--- config.mk ---
export PLATFORM = sky130hd
export DESIGN_NAME = lsu_bus
export DESIGN_NICKNAME = d
export VERILOG_FILES = /design/src/rtl/lsu_bus.sv
export SDC_FILE = /design/constraint.sdc
export NUM_CORES = 1
export LEC_CHECK = 0
export CORE_MARGIN = 2
export CORE_UTILIZATION = 44
export DETAILED_ROUTE_END_ITERATION = 7
export PLACE_DENSITY_LB_ADDON = 0.12
export SYNTH_ARGS = -nofsm -noshare
export SYNTH_HDL_FRONTEND = slang
export SYNTH_SLANG_ARGS = --single-unit
--- constraint.sdc ---
create_clock -name clk -period 2.6 [get_ports clk]
set_clock_uncertainty 0.2 [all_clocks]
set_input_delay 0.78 -clock clk [delete_from_list [all_inputs] [get_ports clk]]
set_output_delay 0.78 -clock clk [all_outputs]
set_load 0.02 [all_outputs]
--- src/rtl/lsu_bus.sv ---
// Multi-cycle load/store unit: accepts one EXU request, runs it over a
// request/response memory bus with byte strobes, returns extended data or an error.
module lsu_bus #(
  parameter int XLEN   = 32,
  parameter int ADDR_W = 32
) (
  input  logic              clk,
  input  logic              rst,
  input  logic              in_valid,
  output logic              in_ready,
  input  logic              in_ren,
  input  logic              in_wen,
  input  logic [2:0]        in_funct3,
  input  logic [ADDR_W-1:0] in_addr,
  input  logic [XLEN-1:0]   in_wdata,
  output logic              out_valid,
  input  logic              out_ready,
  output logic [XLEN-1:0]   out_rdata,
  output logic              out_err,
  output logic              mem_req_valid,
  input  logic              mem_req_ready,
  output logic              mem_req_we,
  output logic [ADDR_W-1:0] mem_req_addr,
  output logic [XLEN-1:0]   mem_req_wdata,
  output logic [XLEN/8-1:0] mem_req_wstrb,
  input  logic              mem_resp_valid,
  input  logic [XLEN-1:0]   mem_resp_rdata,
  input  logic              mem_resp_err
);

  localparam int NB    = XLEN / 8;
  localparam int OFS_W = $clog2(NB);

  typedef enum logic [1:0] {IDLE, REQ, WAIT, DONE} state_t;

  state_t            state, state_nx;
  logic [2:0]        f3_q;
  logic [OFS_W-1:0]  ofs_q;
  logic [OFS_W-1:0]  in_ofs;
  logic              f3_ok, misal, noop, bad;
  logic [7:0]        mask8;
  logic [NB-1:0]     strb;
  logic [XLEN-1:0]   wdata_sh;
  logic [XLEN-1:0]   rdata_sh, rdata_ext;

  assign in_ofs = in_addr[OFS_W-1:0];

  // Request decode, evaluated on the accept cycle from the live inputs.
  always_comb begin
    f3_ok = 1'b0;
    if (in_ren) begin
      case (in_funct3)
        3'b000, 3'b001, 3'b010, 3'b100, 3'b101: f3_ok = 1'b1;
        3'b110, 3'b011:                         f3_ok = (XLEN == 64);
        default:                                f3_ok = 1'b0;
      endcase
    end else begin
      case (in_funct3)
        3'b000, 3'b001, 3'b010: f3_ok = 1'b1;
        3'b011:                 f3_ok = (XLEN == 64);
        default:                f3_ok = 1'b0;
      endcase
    end
    case (in_funct3[1:0])
      2'd1:    misal = in_addr[0];
      2'd2:    misal = |in_addr[1:0];
      2'd3:    misal = |in_addr[2:0];
      default: misal = 1'b0;
    endcase
    case (in_funct3[1:0])
      2'd0:    mask8 = 8'h01;
      2'd1:    mask8 = 8'h03;
      2'd2:    mask8 = 8'h0F;
      default: mask8 = 8'hFF;
    endcase
    noop     = !in_ren && !in_wen;
    bad      = (in_ren && in_wen) || !f3_ok || misal;
    strb     = NB'(mask8) << in_ofs;
    wdata_sh = in_wdata << {in_ofs, 3'b000};
  end

  always_comb begin
    rdata_sh = mem_resp_rdata >> {ofs_q, 3'b000};
    case (f3_q)
      3'b000:  rdata_ext = XLEN'($signed(rdata_sh[7:0]));
      3'b001:  rdata_ext = XLEN'($signed(rdata_sh[15:0]));
      3'b010:  rdata_ext = XLEN'($signed(rdata_sh[31:0]));
      3'b100:  rdata_ext = XLEN'(rdata_sh[7:0]);
      3'b101:  rdata_ext = XLEN'(rdata_sh[15:0]);
      3'b110:  rdata_ext = XLEN'(rdata_sh[31:0]);
      default: rdata_ext = rdata_sh;
    endcase
  end

  always_ff @(posedge clk) begin
    if (rst) state <= IDLE;
    else     state <= state_nx;
  end

  always_comb begin
    state_nx = state;
    case (state)
      IDLE: if (in_valid) state_nx = (noop || bad) ? DONE : REQ;
      REQ:  if (mem_req_ready) state_nx = WAIT;
      WAIT: if (mem_resp_valid) state_nx = DONE;
      DONE: if (out_ready) state_nx = IDLE;
      default: state_nx = IDLE;
    endcase
  end

  assign in_ready      = (state == IDLE);
  assign mem_req_valid = (state == REQ);
  assign out_valid     = (state == DONE);

  always_ff @(posedge clk) begin
    if (rst) begin
      f3_q          <= '0;
      ofs_q         <= '0;
      out_rdata     <= '0;
      out_err       <= 1'b0;
      mem_req_we    <= 1'b0;
      mem_req_addr  <= '0;
      mem_req_wdata <= '0;
      mem_req_wstrb <= '0;
    end else begin
      case (state)
        IDLE: if (in_valid) begin
          out_rdata <= '0;
          out_err   <= !noop && bad;
          if (!noop && !bad) begin
            f3_q          <= in_funct3;
            ofs_q         <= in_ofs;
            mem_req_we    <= in_wen;
            mem_req_addr  <= {in_addr[ADDR_W-1:OFS_W], {OFS_W{1'b0}}};
            mem_req_wdata <= in_wen ? wdata_sh : '0;
            mem_req_wstrb <= in_wen ? strb : '0;
          end
        end
        WAIT: if (mem_resp_valid) begin
          out_err   <= mem_resp_err;
          out_rdata <= (!mem_req_we && !mem_resp_err) ? rdata_ext : '0;
        end
        default: ;
      endcase
    end
  end

endmodule

==> results of run 1 <==
stage by stage:
step                      setup slack (ns)  cells
after floorplan                      0.280    574
after global placement              -0.287    913
after CTS                           0.0191    929
after global routing                0.0226    929
after detailed placement            -0.331    913
final                               0.0882    929
tightest hold or removal path, stage by stage (launching register included):
cell and delay (ns):
dfxtp_1 0.32, o21ai_2 0.05, a21oi_1 0.06
layer usage:
metal	vias up	share of wire [%]	GRT usage, %
li1	2568	-	-
met1	2540	42	33.5
met2	187	47	42.4
met3	27	7.4	6.48
met4	0	2.7	10.7
met5	-	0	0
cell usage in the layout (no fill, tap or decap), drive strengths merged, types with 2 or more instances in the layout:
cell type / instances
o21ai: 73
o2bb2ai: 24
inv: 4
nor3b: 2
a22oi: 24
conb: 2
o211ai: 2
nand2: 3
mux4: 16
nand3b: 2
nand3: 62
nand2b: 8
o21a: 3
a21oi: 99
nand4: 9
clkdlybuf4s50: 207
nor2: 15
clkbuf: 15
mux2: 16
nor2b: 4
mux2i: 17
buf: 42
ha: 4
dfxtp: 107
or3: 3
nor3: 4
registers in the layout (all words and copies together), names as in the netlist:
register,flops
state,2
mem_req_we,1
f3_q,3
ofs_q,2
mem_req_addr,30
mem_req_wdata,32
mem_req_wstrb,4
out_err,1
out_rdata,32
cells by family (layout without fill, tap and decap cells):
logic type	count (synthesis)	in the layout
AO/OA/AOI/OAI	233	233
flip-flops	107	107
other	1	2
buffers and inverters	63	271
adder cells (fa/ha/maj)	4	4
AND/OR/NAND/NOR	116	116
multiplexers	49	49
cell type report:
| class | count | area, um^2 |
|---|---|---|
| fillers | 959 | 3860 |
| multi-input cells | 404 | 2840 |
| repair buffers | 251 | 2500 |
| flip-flops and latches | 107 | 2140 |
| clock buffers | 15 | 278 |
| well taps | 147 | 184 |
| clock inverters | 1 | 30.0 |
| inverters | 4 | 15.0 |
timing repair:
item,4_1_cts,5_1_grt
gates cloned,0,0
resized for setup,1,7
endpoints found under the setup margin,1,54
power groups by stage:
| stage | Combinational, mW | Clock [mW] | Sequential [mW] |
|---|---|---|---|
| finish | 1.37 | 1.41 | 1.77 |
| global route | 1.48 | 1.50 | 1.78 |
| CTS | 1.36 | 1.44 | 1.77 |
| detailed placement | 1.36 | 0 | 1.81 |
| global placement | 1.34 | 0 | 1.81 |
| floorplan | 0.686 | 0 | 1.88 |
final timing paths:
check	to	slack [ns]	cells past startpoint
setup / recovery	out_valid	0.09	2
hold reg to reg	mem_req_addr[15]	0.27	2
setup reg to reg	out_rdata[15]	0.40	7
hold / removal	mem_req_addr[15]	0.27	2
==> metrics.txt, run 1 <==
Critical Path RT=1.62 ns; synthesized area per cell=9.23 um^2; worst hold-check path type=reg -> reg; leakage power=2.68 nW; Final setup violation count=0; Ys Warns=0; number of enable flip-flop cells after synthesis=0; Tmin final=2.51 ns; largest family of logic cells by synthesized area=compound AO/OA/AOI/OAI gates; critical path's top delay family=buffers and inverters; Num CTS Buffers=9; fraction of layout cells with a size suffix above 1=13.3%; status=complete, no violations; worst slew pin tran=0.622 ns; Distinct cells, synth=46; PwrDens=569 mW/mm^2; sw frac=30.3%; Initial Util=44.6%; CTS sink cnt=107; die height=114 um; pin count of the biggest net entering global routing=73; sequential power share=38.9%; slew margin rel.=58.4%; ANT cells=0; critical hold path startpoint=mem_req_addr[15]; first-pass GRT wire length=27.0 mm; top-count cell post-synth=dfxtp_1; GPL Wtd Cong=0.883; Area contributors post-synth=dfxtp_1 (41%), a21oi_1 (9.4%), mux4_2 (6.8%), o21ai_1 (6.3%), nand3_1 (5.9%); post-cts hold buffer count=0; clk slew on worst S/H paths=0.07 ns; Crit path buffers/inverters=1; postcts setup bufs=0; xor and xnor fraction of the mapped netlist area=0%; Final Power=4.55 mW; total track usage=26.1%; clk buf depth=2; PortBufs=210; TritonRoute pass-1 iters=5; hpwl dp=12.5 mm; Die ar.=0.0129 mm^2; DIE WIDTH=114 um; Switch Pwr=1.38 mW; post-route ant nets=0; Hold Worst Slack=0.269 ns; Via-to-Cell Ratio=5.73; clock power share=30.9%; CP max stage delay=0.61 ns; Cell Rows=40; final wirelength=17.0 mm; synth cell count leaders=dfxtp_1 (107), a21oi_1 (99), o21ai_1 (67); fmax=398 MHz; area fraction of the dominant cell type after synthesis=40.5%; #FFs+latches synth=107; DR vias=5322; antenna violations before repair=0; max-cap violation count=0; post-synthesis mux area share=13.4%; drt drc=0; Post-Synth Simple-Gate Area=12.3%; crit path DAT=1.53 ns; RSZ-0062 raised after global routing=false; Reg-to-Reg Start=state[0]; sequential share of the synthesized area=40.5%; Worst VDD drop=0.000343 V; Final Instance Area=0.00800 mm^2; Final Util=67.4%; Combinational Power Share=30.2%; Post-Synthesis Cell Area=0.00529 mm^2; 1st-iter DRT viols=299; Post-Syn Instances=573; CP startpoint=state[0]; fin nets=889; Final Cycle Share=96.6%; CTS tree=built; clock root cell=clkbuf_16; worst path cell trace=ha_1 -> clkdlybuf4s50_1; H-tree Lvls=3; setup TNS=0 ns; Synth Area in Adders=0.947%; worst-path fanout max=4; GRT overflow=0; core area=0.0119 mm^2; Area Growth Syn to Fin=51.2%; CP max-delay cell=clkdlybuf4s50_1; CP Launch Type=flop; post-synth top area cell=dfxtp_1; asr flop ratio synth=0%; dominant synthesized flop cell=dfxtp_1; I/O pin count=213; critical path capture point type=output pin; vias in the first global route=5240; drt wl/cell=18.3 um; crit path kind=reg -> out; clk_lat worst skew=0.35 ns; Synth Area in Compound Gates=26.5%; internal power=3.17 mW; Fin. Hold Viols=0; Pins Over Slew Limit=0; Placed Instance Area=0.00766 mm^2
(Power assumes the default switching activity.)
==> run 2: changes to the inputs <==
--- a/config.mk
+++ b/config.mk
@@ -6,7 +6,8 @@
 export NUM_CORES = 1
 export LEC_CHECK = 0
 export CORE_MARGIN = 2
-export CORE_UTILIZATION = 44
+export CORE_UTILIZATION = 45
+export CTS_BUF_LIST = sky130_fd_sc_hd__clkbuf_8
 export DETAILED_ROUTE_END_ITERATION = 7
 export PLACE_DENSITY_LB_ADDON = 0.12
 export SYNTH_ARGS = -nofsm -noshare
==> run 2 against run 1 <==
  * Flip-flop and latch count stayed put
  * Register-to-register slack worse by 0.09 ns
  * Non-clock buffer count stayed put
  * Hold slack better by 0.0028 ns
  * Die area is 2.1% lower
  * Cell count is 0.43% lower
  * Clock power is 30% lower
  * Count of clock-buffer cells in the layout is 4 lower
  * Global-route usage is 0.49 points higher
  * Largest cell class unchanged
==> metrics.txt, run 2 (same netlist as run 1, synthesis figures left out) <==
status=complete, no violations; fin nets=889 (unchanged); PortBufs=210 (unchanged); internal power=2.74 mW (-14%); Pins Over Slew Limit=0 (unchanged); clk_lat worst skew=0.38 ns (+0.03 ns); Num CTS Buffers=9 (unchanged); die height=112 um (-1.1%); Switch Pwr=1.39 mW (+0.63%); Fin. Hold Viols=0 (unchanged); RSZ-0062 raised after global routing=false; CTS sink cnt=107 (unchanged); crit path kind=in -> reg; core area=0.0115 mm^2 (-3.3%); first-pass GRT wire length=27.2 mm (+0.71%); sw frac=33.6% (+3.3 points); CP Launch Type=primary input; sequential power share=42.9% (+4.0 points); vias in the first global route=5258 (+0.34%); worst slew pin tran=0.896 ns (+0.274 ns); slew margin rel.=39.8% (-19 points); Final setup violation count=0 (unchanged); Final Util=68.2% (+0.78 points); H-tree Lvls=3 (unchanged); fillers=944 (-1.6%); 1st-iter DRT viols=395 (+32%); final wirelength=16.9 mm (-0.29%); Via-to-Cell Ratio=5.78 (+0.94%); Combinational Power Share=33.0% (+2.8 points); most frequent cells in the layout=clkdlybuf4s50_1 (206), dfxtp_1 (107), a21oi_1 (99); clock power share=24.0% (-6.9 points); CTS tree=built; PwrDens=528 mW/mm^2 (-7.2%); sequential cell area=0.00214 mm^2 (unchanged); max-cap violation count=0 (unchanged); total track usage=26.6% (+0.49 points); hpwl dp=12.3 mm (-1.9%); clk slew on worst S/H paths=0.10 ns (+0.03 ns); Worst VDD drop=0.000357 V (+4.0%); clk buf depth=2 (unchanged); Die ar.=0.0126 mm^2 (-2.1%); clock root cell=clkbuf_8; Cell Rows=39 (-2.5%); Initial Util=46.1% (+1.5 points); footprint of the multi-input gates=0.00283 mm^2 (-0.57%); fmax=395 MHz (-0.80%); Critical Path RT=2.71 ns (+1.09 ns); pin count of the biggest net entering global routing=67 (-8.2%); worst hold-check path type=reg -> reg; crit path DAT=2.65 ns (+1.12 ns); r2r worst-path depth=6 (-1); antenna violations before repair=0 (unchanged); post-route ant nets=0 (unchanged); Final Power=4.13 mW (-9.2%); GRT overflow=0 (unchanged); DIE WIDTH=112 um (-1.1%); GPL Wtd Cong=0.878 (-0.56%); Area Growth Syn to Fin=47.9%; Final Cycle Share=97.4% (+0.78 points); DR vias=5349 (+0.51%); leakage power=2.62 nW (-2.3%); commonest non-fill, non-tap cell in the layout=clkdlybuf4s50_1; hold depth=2 (unchanged); ANT cells=0 (unchanged); largest registers=mem_req_wdata: 32 flops, out_rdata: 32 flops, mem_req_addr: 30 flops; fraction of layout cells with a size suffix above 1=13.4% (+0.13 points); critical path capture point type=flop; I/O pin count=213 (unchanged); drt drc=0 (unchanged); TritonRoute pass-1 iters=5 (unchanged); drt wl/cell=18.3 um (+0.14%); worst-path fanout max=21 (+17); Tmin final=2.53 ns (+0.0202 ns)
## run 2: changes by cell type in the layout (fill, tap and decap cells not counted), sizes merged
cell	change
bufinv	-1
dlygate4sd2	+1
clkdlybuf4s50	-1
inv	+2
clkinv	+2
clkbuf	-4
clkinvlp	+1
## run 2: path summary, 6_finish.rpt
kind,end,slack (ns),from
hold / removal,mem_req_wstrb[2],0.27,mem_req_wstrb[2]
setup reg to reg,out_rdata[17],0.31,state[0]
hold reg to reg,mem_req_wstrb[2],0.27,mem_req_wstrb[2]
setup / recovery,mem_req_wdata[19],0.07,in_addr[1]
## run 2: layout make-up
| cell class | count | area share [%] |
|---|---|---|
| tap | 143 | 2.29 |
| multi-input combinational | 404 | 36.2 |
| clock buffer | 11 | 1.94 |
| timing repair buffer | 251 | 31.6 |
| sequential | 107 | 27.4 |
| inverter | 4 | 0.192 |
| clock inverter | 5 | 0.448 |
## run 2: stage by stage
| step | setup WS [ns] | setup TNS [ns] | cell area, um^2 | cells | hold slack [ns] |
|---|---|---|---|---|---|
| after floorplan | 0.280 | 0 | 5290 | 574 | 0.270 |
| after global placement | -0.301 | -21.46 | 7630 | 909 | 0.253 |
| after detailed placement | -0.343 | -24.59 | 7630 | 909 | 0.260 |
| after CTS | 0.0159 | 0 | 7810 | 925 | 0.279 |
| after global routing | 0.00762 | 0 | 7820 | 925 | 0.297 |
| final | 0.0680 | 0 | 7820 | 925 | 0.272 |
## run 2: power by group through the flow
stage,combinational [mW],sequential (mW),clock (mW)
detailed placement,1.36,1.81,0
global placement,1.33,1.81,0
global route,1.46,1.78,1.09
CTS,1.35,1.77,1.02
floorplan,0.686,1.88,0
finish,1.36,1.77,0.992
## run 2: repair_timing
action	4_1_cts	5_1_grt
gates resized for setup	2	2
hold buffers	0	0
endpoints found under the setup margin	2	4
pin swaps	0	0
setup buffers	0	0
## run 2: routing by layer
| layer | part of all wire [%] | GRT usage, % | up-vias |
|---|---|---|---|
| met5 | 0 | 0 | - |
| met4 | 2.0 | 9.19 | 0 |
| met3 | 7.8 | 6.59 | 26 |
| met2 | 48 | 43.3 | 207 |
| met1 | 42 | 34.7 | 2554 |
| li1 | - | - | 2562 |
## run 2: worst max-delay path: stages
cell,delay (ns)
clkdlybuf4s50_1,0.52
buf_4,0.28
nor2b_1,0.61
o2bb2ai_1,0.22
nand3_1,0.10
a21oi_1,0.13
==> run 3: changes to the inputs <==
==> constraint.sdc (replaced) <==
create_clock -name clk -period 2.6 [get_ports clk]
set_clock_uncertainty 0.2 [all_clocks]
set_input_delay 0.78 -clock clk [delete_from_list [all_inputs] [get_ports clk]]
set_output_delay 0.78 -clock clk [all_outputs]
set_load 0.01 [all_outputs]
==> run 3 against run 2 <==
  * Core utilization rose by 0.13 points
  * Sequential share of layout area fell by 0.052 points
  * Critical path depth fell by 3
  * Critical endpoint is now in_ready
  * Maximum frequency barely moved
  * Register-to-register slack improved by 0.05 ns
==> metrics.txt, run 3 (same netlist as run 1, synthesis figures left out) <==
RSZ-0062 raised after global routing=false; fraction of layout cells with a size suffix above 1=13.8% (+0.38 points); CP max-delay cell=clkdlybuf4s50_1; largest registers=mem_req_wdata: 32 flops, out_rdata: 32 flops, mem_req_addr: 30 flops; CP startpoint=state[0]; crit path to=in_ready; core area=0.0115 mm^2 (unchanged); H-tree Lvls=3 (unchanged); Die ar.=0.0126 mm^2 (unchanged); crit path DAT=1.55 ns (-1.10 ns); status=complete, no violations; Pins Over Slew Limit=0 (unchanged); fin nets=889 (unchanged); ANT cells=0 (unchanged); total track usage=26.6% (about the same); clk buf depth=2 (unchanged); drt wl/cell=18.2 um (-0.15%); DR vias=5376 (+0.50%); CTS sink cnt=107 (unchanged); I/O pin count=213 (unchanged); first-pass GRT wire length=27.2 mm (about the same); fmax=395 MHz (about the same); Tmin final=2.53 ns (-0.00158 ns); post-place setup slack=-0.343 ns (unchanged); setup ws final=0.0696 ns (+0.00158 ns); CP Launch Type=flop; Num CTS Buffers=9 (unchanged); Fin. Hold Viols=0 (unchanged); Area Growth Syn to Fin=48.2%; Worst VDD drop=0.000384 V (+7.8%); post-route ant nets=0 (unchanged); GPL Wtd Cong=0.878 (unchanged); Final Instance Area=0.00784 mm^2 (+0.19%); final wirelength=16.9 mm (-0.15%); die height=112 um (unchanged); flop2flop setup slack=0.36 ns (+0.05 ns); leakage power=2.61 nW (-0.24%); Cell Rows=39 (unchanged); antenna violations before repair=0 (unchanged); CP max stage delay=0.54 ns (-0.07 ns); worst-path fanout max=7 (-67%); drt drc=0 (unchanged); CTS tree=built; slew margin rel.=40.3% (+0.46 points); worst slew pin tran=0.889 ns (-0.00686 ns); clk slew on worst S/H paths=0.10 ns (about the same); clk_lat worst skew=0.38 ns (about the same); Final Power=4.11 mW (-0.60%); clock root cell=clkbuf_8; postcts setup bufs=0 (unchanged); worst path cell trace=inv_2 -> ha_4 -> clkdlybuf4s50_1; Placed Instance Area=0.00763 mm^2 (unchanged); crit path kind=reg -> out; hpwl dp=12.3 mm (unchanged); Initial Util=46.1% (unchanged); Final setup violation count=0 (unchanged); DIE WIDTH=112 um (unchanged); TritonRoute pass-1 iters=5 (unchanged); pin count of the biggest net entering global routing=67 (unchanged); worst hold-check path type=reg -> reg; Placed Cells=909 (unchanged); reg-to-reg endpoint=out_rdata[17]; vias in the first global route=5260 (+0.038%); Via-to-Cell Ratio=5.81 (+0.50%); Final Non-Filler Cells=925 (unchanged); PortBufs=210 (unchanged); commonest non-fill, non-tap cell in the layout=clkdlybuf4s50_1; max-cap violation count=0 (unchanged); r2r worst-path depth=5 (-1); PwrDens=524 mW/mm^2 (-0.79%); most frequent cells in the layout=clkdlybuf4s50_1 (208), dfxtp_1 (107), a21oi_1 (99); Critical Path RT=1.62 ns (-1.09 ns); Reg-to-Reg Start=state[1]; GRT overflow=0 (unchanged); Final Cycle Share=97.3% (about the same); critical path capture point type=output pin; 1st-iter DRT viols=369 (-6.6%)
==> run 3: cell count changes in the layout (fill, tap and decap cells not counted) <==
| cell | change |
|---|---|
| clkdlybuf4s50_1 | +2 |
| dlygate4sd2_1 | -2 |
| inv_1 | -2 |
| inv_2 | +2 |
| ha_1 | -1 |
| ha_4 | +1 |
==> run 3: per-stage QoR <==
stage | util (%) | hold slack, ns | TNS [ns]
floorplan | - | 0.270 | 0
global placement | 66.5 | 0.253 | -21.46
detailed placement | 66.5 | 0.260 | -24.59
CTS | 68.3 | 0.279 | 0
global route | 68.3 | 0.297 | 0
finish | 68.3 | 0.272 | 0
==> run 3: how the worst min path moves through the flow <==
stage,startpoint,endpoint,slack (ns),cells past startpoint
floorplan,state[0],state[0],0.27,2
finish,mem_req_wstrb[2],mem_req_wstrb[2],0.27,2
global route,mem_req_wstrb[2],mem_req_wstrb[2],0.30,2
global placement,out_rdata[15],out_rdata[15],0.25,1
CTS,mem_req_wstrb[2],mem_req_wstrb[2],0.28,2
detailed placement,out_rdata[15],out_rdata[15],0.26,1
==> run 3: what timing repair did <==
| item | CTS | global route |
|---|---|---|
| hold buffers | 0 | 0 |
| cloned | 0 | 0 |
| setup endpoints to repair | 1 | 5 |
| resized for setup | 3 | 3 |
==> run 3: layout make-up <==
type / instances / area [um^2]
timing repair buffer: 251 / 2470
multi-input combinational: 404 / 2840
sequential: 107 / 2140
fill: 939 / 3630
clock buffer: 11 / 151
inverter: 4 / 15.0
tap: 143 / 179
clock inverter: 5 / 35.0
==> run 3: power breakdown <==
group / leakage (nW) / internal (mW) / switching [mW]
combinational: 1.65 / 0.643 / 0.685
sequential: 0.864 / 1.72 / 0.0572
clock: 0.0961 / 0.405 / 0.595
total: 2.61 / 2.77 / 1.34
==> run 3: metal layers <==
layer  wire [um]  up-vias  track usage, %  part of all wire [%]
li1            -     2566               -                     -
met2        8070      219            43.4                    48
met5           0        -               0                     0
met4         346        0            9.19                   2.0
met3        1390       26            6.59                   8.2
met1        7080     2565            34.7                    42
==> run 3: critical path, delay by kind of cell (launching register included) <==
family | cells | cell delay, ns
buf+inv | 2 | 0.64
flops | 1 | 0.36
fa+ha+maj | 1 | 0.18
